[config.mk]
export PLATFORM = sky130hd
export DESIGN_NAME = fetch_unit_flat
export DESIGN_NICKNAME = d
export VERILOG_FILES = /design/src/rtl/fetch_unit_if.sv /design/src/rtl/fetch_unit.sv /design/src/flat_wrapper.sv
export SDC_FILE = /design/constraint.sdc
export NUM_CORES = 1
export LEC_CHECK = 0
export ABC_CLOCK_PERIOD_IN_PS = 3700
export CORE_UTILIZATION = 61
export CTS_BUF_LIST = sky130_fd_sc_hd__clkbuf_8
export DETAILED_ROUTE_END_ITERATION = 10
export DONT_BUFFER_PORTS = 1
export PLACE_DENSITY_LB_ADDON = 0.15
export SLEW_MARGIN = 0
export SYNTH_ARGS = -nofsm -noshare
export SYNTH_HDL_FRONTEND = slang
export SYNTH_SLANG_ARGS = --single-unit
[constraint.sdc]
create_clock -name I_clk -period 3.7 [get_ports I_clk]
set_clock_uncertainty 0.2 [all_clocks]
set_input_delay 0.74 -clock I_clk [delete_from_list [all_inputs] [get_ports I_clk]]
set_output_delay 0.74 -clock I_clk [all_outputs]
set_load 0.005 [all_outputs]
[src/rtl/fetch_unit_if.sv]
// Instruction-memory request/acknowledge bus between the fetch unit and
// instruction memory. Signal names keep the fetch unit's point of view:
// O_* are driven by the fetch unit and I_* are driven by the memory.
interface fetch_unit_if #(
  parameter int unsigned PC_WIDTH = 16
);
  logic                O_mem_req;   // request, held until acknowledged
  logic [PC_WIDTH-1:0] O_mem_addr;  // word address, equals the fetch pc
  logic                I_mem_ack;   // data valid this cycle
  logic [15:0]         I_mem_data;  // instruction word

  // The fetch unit issues requests.
  modport master (
    output O_mem_req,
    output O_mem_addr,
    input  I_mem_ack,
    input  I_mem_data
  );

  // The instruction memory answers them.
  modport slave (
    input  O_mem_req,
    input  O_mem_addr,
    output I_mem_ack,
    output I_mem_data
  );
endinterface

[src/rtl/fetch_unit.sv]
// Instruction fetch stage feeding the decoder. Keeps the program counter,
// fetches one 16-bit word at a time over a req/ack bus, buffers at most one
// instruction for the decoder and handles stall and branch redirect/flush.
// All outputs come straight from registers.
module fetch_unit #(
  parameter int unsigned         PC_WIDTH = 16,
  parameter logic [PC_WIDTH-1:0] RESET_PC = '0
) (
  input  logic                I_clk,
  input  logic                I_reset_n,
  input  logic                I_enable,
  input  logic                I_stall,
  input  logic                I_branch,
  input  logic [PC_WIDTH-1:0] I_branch_target,
  fetch_unit_if.master        mem,
  output logic [15:0]         O_instruction,
  output logic                O_valid,
  output logic [PC_WIDTH-1:0] O_pc
);

  // IDLE : nothing outstanding, nothing buffered
  // FETCH: request outstanding, the answer will be delivered
  // HOLD : instruction buffered for the decoder, no request
  // FLUSH: request outstanding for a stale address, answer is dropped
  typedef enum logic [1:0] {
    IDLE  = 2'd0,
    FETCH = 2'd1,
    HOLD  = 2'd2,
    FLUSH = 2'd3
  } state_e;

  state_e              state_q;
  logic [PC_WIDTH-1:0] pc_q;
  logic                req_q;
  logic [15:0]         instr_q;
  logic                valid_q;
  logic [PC_WIDTH-1:0] opc_q;

  // The memory address is the pc itself, so it only moves on an
  // acknowledge or on a branch redirect.
  assign mem.O_mem_req  = req_q;
  assign mem.O_mem_addr = pc_q;
  assign O_instruction  = instr_q;
  assign O_valid        = valid_q;
  assign O_pc           = opc_q;

  // Fetch FSM with its registered outputs; branch outranks everything but reset.
  // NOTE: asynchronous reset lives in the sensitivity list, and every state
  // register uses non-blocking assignment so all of them see the same
  // pre-edge values regardless of statement order.
  always_ff @(posedge I_clk or negedge I_reset_n) begin
    if (!I_reset_n) begin
      state_q <= IDLE;
      pc_q    <= RESET_PC;
      req_q   <= 1'b0;
      instr_q <= '0;
      valid_q <= 1'b0;
      opc_q   <= '0;
    end else if (I_branch) begin
      // Redirect: any buffered instruction is dropped unconsumed.
      pc_q    <= I_branch_target;
      valid_q <= 1'b0;
      case (state_q)
        IDLE, HOLD: begin
          state_q <= I_enable ? FETCH : IDLE;
          req_q   <= I_enable;
        end
        FETCH: begin
          // With an ack this cycle the old request is complete and its data
          // is dropped; the new address is a fresh request. Without one the
          // old request is still in flight, so its answer must be discarded.
          state_q <= mem.I_mem_ack ? FETCH : FLUSH;
          req_q   <= 1'b1;
        end
        FLUSH: begin
          state_q <= FLUSH;
          req_q   <= 1'b1;
        end
        default: begin
          state_q <= IDLE;
          req_q   <= 1'b0;
        end
      endcase
    end else begin
      case (state_q)
        IDLE: begin
          if (I_enable) begin
            state_q <= FETCH;
            req_q   <= 1'b1;
          end
        end
        FETCH: begin
          // A fetch in flight completes even if I_enable has dropped.
          if (mem.I_mem_ack) begin
            instr_q <= mem.I_mem_data;
            opc_q   <= pc_q;
            valid_q <= 1'b1;
            pc_q    <= pc_q + PC_WIDTH'(1);
            req_q   <= 1'b0;
            state_q <= HOLD;
          end
        end
        HOLD: begin
          // Consumed when the decoder is not stalling.
          if (!I_stall) begin
            valid_q <= 1'b0;
            state_q <= I_enable ? FETCH : IDLE;
            req_q   <= I_enable;
          end
        end
        FLUSH: begin
          // Stale answer arrives: drop it and refetch at pc unchanged.
          if (mem.I_mem_ack) begin
            state_q <= I_enable ? FETCH : IDLE;
            req_q   <= I_enable;
          end
        end
        default: begin
          state_q <= IDLE;
          req_q   <= 1'b0;
        end
      endcase
    end
  end

endmodule
[src/flat_wrapper.sv]
// flat-port wrapper written by rule: the top's interface ports become plain ports
module fetch_unit_flat 
#(
  parameter int unsigned         PC_WIDTH = 16,
  parameter logic [PC_WIDTH-1:0] RESET_PC = '0
)
  (I_clk, I_reset_n, I_enable, I_stall, I_branch, I_branch_target, O_instruction, O_valid, O_pc, mem_O_mem_req, mem_O_mem_addr, mem_I_mem_ack, mem_I_mem_data);
  fetch_unit_if #(.PC_WIDTH(PC_WIDTH)) mem_i ();
  input  logic I_clk;
  input  logic I_reset_n;
  input  logic I_enable;
  input  logic I_stall;
  input  logic I_branch;
  input  logic [PC_WIDTH-1:0] I_branch_target;
  output logic [15:0] O_instruction;
  output logic O_valid;
  output logic [PC_WIDTH-1:0] O_pc;
  output wire logic [$bits(mem_i.O_mem_req)-1:0] mem_O_mem_req;
  output wire logic [$bits(mem_i.O_mem_addr)-1:0] mem_O_mem_addr;
  input wire logic [$bits(mem_i.I_mem_ack)-1:0] mem_I_mem_ack;
  input wire logic [$bits(mem_i.I_mem_data)-1:0] mem_I_mem_data;
  assign mem_O_mem_req = mem_i.O_mem_req;
  assign mem_O_mem_addr = mem_i.O_mem_addr;
  assign mem_i.I_mem_ack = mem_I_mem_ack;
  assign mem_i.I_mem_data = mem_I_mem_data;
  fetch_unit #(.PC_WIDTH(PC_WIDTH), .RESET_PC(RESET_PC)) u_core (.I_clk(I_clk), .I_reset_n(I_reset_n), .I_enable(I_enable), .I_stall(I_stall), .I_branch(I_branch), .I_branch_target(I_branch_target), .mem(mem_i), .O_instruction(O_instruction), .O_valid(O_valid), .O_pc(O_pc));
endmodule
; ---- Yosys cells after proc, flatten, opt, wreduce, memory -nomap -nowiden
; Index checks and enable logic that the tools add are counted.
[op_classes]
add_sub_neg = 1
eq_ne = 7
muxes = 23
n_bitwise = 1
n_reduce_logical = 10
[ops]
columns = cell, count
row1 = 2-to-1 mux 16 bit, 3
row2 = "adder 16 x 1 -> 16 bit, second input constant", 1
row3 = 2-to-1 mux 2 bit, 6
row4 = "inequality test 3 bit, second input constant", 4
row5 = 2-to-1 mux 1 bit, 9
row6 = one-hot mux 2 bit (4 select lines), 1
row7 = one-hot mux 2 bit (3 select lines), 1
row8 = AND reduction 3 bit, 2
row9 = "equality test 2 bit, second input constant", 2
row10 = one-hot mux 1 bit (2 select lines), 2
row11 = one-hot mux 1 bit (4 select lines), 1
row12 = AND reduction 4 bit, 1
row13 = nonzero test 2 bit, 2
row14 = OR reduction 2 bit, 2
row15 = nonzero test 3 bit, 1
row16 = "equality test 2 x 1 -> 1 bit, second input constant", 1
row17 = zero test 2 bit, 1
row18 = AND reduction 2 bit, 1
row19 = inverter 1 bit, 1
[totals]
reg_bits = 52
in_bits = 38
output_inout_bits = 50
elab_cells = 48

; ---- Longest topological paths before layout
[logic_depth]
ltp_word = 4
depth_mapped = 6
ltp_nobuf = 5

; ---- Worst setup path after synthesis
; Ideal clock, no wire load.
[synth_path]
path_kind = input -> register
from = input mem_I_mem_ack
to = register u_core.pc_q[13] (netlist: u_core.mem.O_mem_addr[13])
setup_time_ns = 0.126
arrival_ns = 1.905
required_time_ns = 3.374
slack_ns = 1.469
cell_stages = 5
path_buffers = 1
path_cell_list = nand3b_4 > or3_1 > buf_2 > o311a_1 > a221o_1
[synth_between]
elab_chain_cells = 2
[synth_rtl]
columns = item, line_no
row1 = start: declaration, flat_wrapper.sv:20  ; input wire logic [$bits(mem_i.I_mem_ack)-1:0] mem_I_mem_ack;
row2 = nonzero test 2 bit (no source line), --
row3 = AND reduction 2 bit (no source line), --
row4 = end signal: assignment, fetch_unit.sv:61  ; pc_q <= I_branch_target;
row5 = end signal: assignment, fetch_unit.sv:98  ; pc_q <= pc_q + PC_WIDTH'(1);
row6 = end: declaration, fetch_unit.sv:33  ; logic [PC_WIDTH-1:0] pc_q;
; Every way passes these cells.
; A chain may end at the register's enable or synchronous reset.

==> flow_metrics.py <==
metrics = {
    "floorplan": {
        "ios": 88,
        "fp.coreArea_um2": 3440,
        "start_util_pct": 65.5,
        "die-area_um2": 3940,
        "row_count": 21,
        "die_h_um": 62.8,
        "die_x_um": 62.8,
    },
    "sta": {
        "worst_slew_pin_slew_ps": 694,
        "post-route-period-util_pct": 63.8,
        "rsz0062_at_grt": "false",
        "max_freq_mhz": 423,
        "final-setup-viol-count": 0,
        "slew_headroom_pct": 53.7,
        "fin_crit_ps": 2360,
        "maxSlewViolCount": 0,
        "final.setup.tns_ps": 0,
        "finalHoldViolations": 0,
    },
    "layout": {
        "final_common_cell": "dfrtp_1",
        "nets": 229,
        "drive_gt1_share_pct": 24.6,
        "final_cell_mix": "51 x dfrtp_1, 33 x mux2_2, 17 x nand2_1, 17 x o21ai_0, 9 x xnor2_1",
        "area_growth_pct": 7.99,
        "n_antenna_cell": 0,
    },
    "yosys": {
        "synthMuxAreaShare_pct": 17.4,
        "synthesis.nets": 228,
        "yosys.area_share.adder_pct": 0.555,
        "yosys.area_share.simple_pct": 11.8,
        "seq_area_frac_synth_pct": 56.6,
        "syn_inst": 189,
        "syn_avg_cell_area_um2": 11.9,
        "synth_xor_area_share_pct": 4.66,
        "yosys_warnings": 0,
        "ys_seq_elements": 51,
        "synth-main-ff-cell": "dfrtp_1",
        "synth_compound_area_share_pct": 6.38,
        "synth_cell_types": 30,
        "synthArstFlopShare_pct": 100,
        "synth_edf_count": 0,
        "syn-cell-area_um2": 2250,
        "synth_top_family_by_area": "multiplexers",
    },
    "worst_setup_path": {
        "worstPathMaxFanout": 19,
        "crit_chain": "nand3b_4 > nor2_2 > buf_4 > mux2_2",
        "crit_path_start": "u_core.mem.O_mem_req$_DFFE_PN0P_",
        "cp-start-kind": "flop",
        "cp.required_ps": 3690,
        "path_buf_inv": 1,
        "critPathMaxStageDelay_ps": 570,
        "critPathKind": "reg2reg",
        "arrival_ps": 2350,
        "slowest_stage": "nor2_2",
        "worstSetupEndpointType": "flop",
        "reg2reg_from": "u_core.mem.O_mem_req$_DFFE_PN0P_",
        "cpLargestDelayFamily": "simple AND/OR/NAND/NOR gates",
    },
    "clocking": {
        "root_buffer": "clkbuf_8",
        "clock-sinks": 51,
        "clkTransAtPathRegs_ps": 90,
        "clk_latency_ps": 300,
        "clockBufferDepth": 2,
        "htree_levels": 2,
        "cts_setup_buffers": 0,
        "numCtsBuffers": 5,
        "cts_tree": "built",
    },
    "place": {
        "gp_congestion": 0.774,
        "io_buffers": 0,
        "place_hpwl_um": 2940,
    },
    "route": {
        "wirelength_um": 4440,
        "drc": 0,
        "drt_iter0_markers": 109,
        "firstDrtPassIters": 4,
        "avgViaCountPerCell": 6.16,
        "wl_per_cell_um": 18.7,
        "ant_nets": 0,
        "vias": 1461,
    },
    "job": {
        "maxCapViolations": 0,
    },
    "grt": {
        "grt_first_pass_wirelength_um": 7330,
        "grt_max_degree": 52,
        "grt_pass1_vias": 1504,
        "grt_usage_pct": 24.1,
        "antenna_found_initial": 0,
        "overflow": 0,
    },
    "hold_path": {
        "worstHoldPathType": "in2async",
    },
    "power": {
        "leakage_uw": 0.00100,
        "powerDensity_nw_per_um2": 664,
        "totalPowerFinal_uw": 1620,
        "ir_drop_v": 0.000392,
    },
    "outcome": {
        "status": "completed",
    },
}
-- state kept, by name (all words and copies together), names as in the netlist --
signal                 count
u_core.O_valid             1
u_core.mem.O_mem_addr     16
u_core.O_pc               16
u_core.state_q             1
u_core.O_instruction      16
u_core.mem.O_mem_req       1
-- final timing paths --
kind / endpoint / slack, ps / depth (start not counted)
min reg2reg: u_core.O_instruction[9]$_DFFE_PN0P_ / 340 / 1
max reg2reg: u_core.O_instruction[0]$_DFFE_PN0P_ / 1340 / 4
max: u_core.O_instruction[0]$_DFFE_PN0P_ / 1340 / 4
min: u_core.O_pc[10]$_DFFE_PN0P_ / 80 / 1
max in group asynchronous: u_core.O_pc[4]$_DFFE_PN0P_ / 3010 / 1
min in group I_clk: u_core.O_valid$_DFFE_PN0P_ / 300 / 1
-- where the power goes --
part	total, µW	switching [µW]	internal (µW)
logic	282	107	175
registers	931	176	755
clock network	405	182	222
total	1620	465	1150
-- stage by stage --
step           cells  cell area, µm²  util [%]  setup slack, ps  hold WS [ps]
3_3_place_gp     228            2290      66.4             1260           245
4_1_cts          237            2430      70.7             1310          86.8
3_5_place_dp     228            2290      66.4             1160           245
2_1_floorplan    189            2250         -             1470           244
6_report         237            2430      70.7             1340          85.0
5_1_grt          237            2430      70.7             1190          87.2
-- final cells by class --
cell class / count / area, µm²
Multi-Input combinational cell: 124 / 922
Clock inverter: 2 / 38.8
Timing Repair Buffer: 2 / 35.0
Fill cell: 243 / 1010
Clock buffer: 6 / 82.6
Sequential cell: 51 / 1280
Tap cell: 46 / 57.6
Inverter: 6 / 22.5
-- synthesized netlist by cell type, types with 3 or more instances --
master / instances / share of area, %
dfrtp_1: 51 / 57
mux2_2: 33 / 16
nand2_1: 17 / 2.8
o21ai_0: 17 / 3.8
xnor2_1: 9 / 3.5
nand3_1: 7 / 1.6
buf_2: 5 / 1.1
inv_1: 5 / 0.83
nor2_1: 5 / 0.83
nor3_1: 5 / 1.1
nor4_1: 5 / 1.4
nand4_1: 4 / 1.1
clkbuf_1: 3 / 0.50
xor2_1: 3 / 1.2
-- repair_timing --
item                      CTS  global route
hold endpoints to repair   51             0
resized for setup           0             0
hold buffers                1             0
-- routing by layer --
metal  vias to the layer above  routed length [µm]  track usage, %
met2                        64                2270            38.6
met5                         -                   0               0
met1                       722                1810            30.8
met4                         0                  40            7.27
li1                        670                   -               -
met3                         5                 315            8.39
-- worst register-to-register path, stage by stage, from the launching register on --
cell	delay [ps]
dfrtp_1	550
nand3b_4	170
nor2_2	570
buf_4	390
mux2_2	380
-- logic make-up (layout without fill, tap and decap cells) --
logic type	count (synthesis)	after routing
flip-flops	51	51
AND/OR/NAND/NOR	51	51
multiplexers	35	35
AO/OA/AOI/OAI	25	25
buffers and inverters	14	16
XOR/XNOR	12	12
adder cells (fa/ha/maj)	1	1
(Power assumes the default switching activity.)
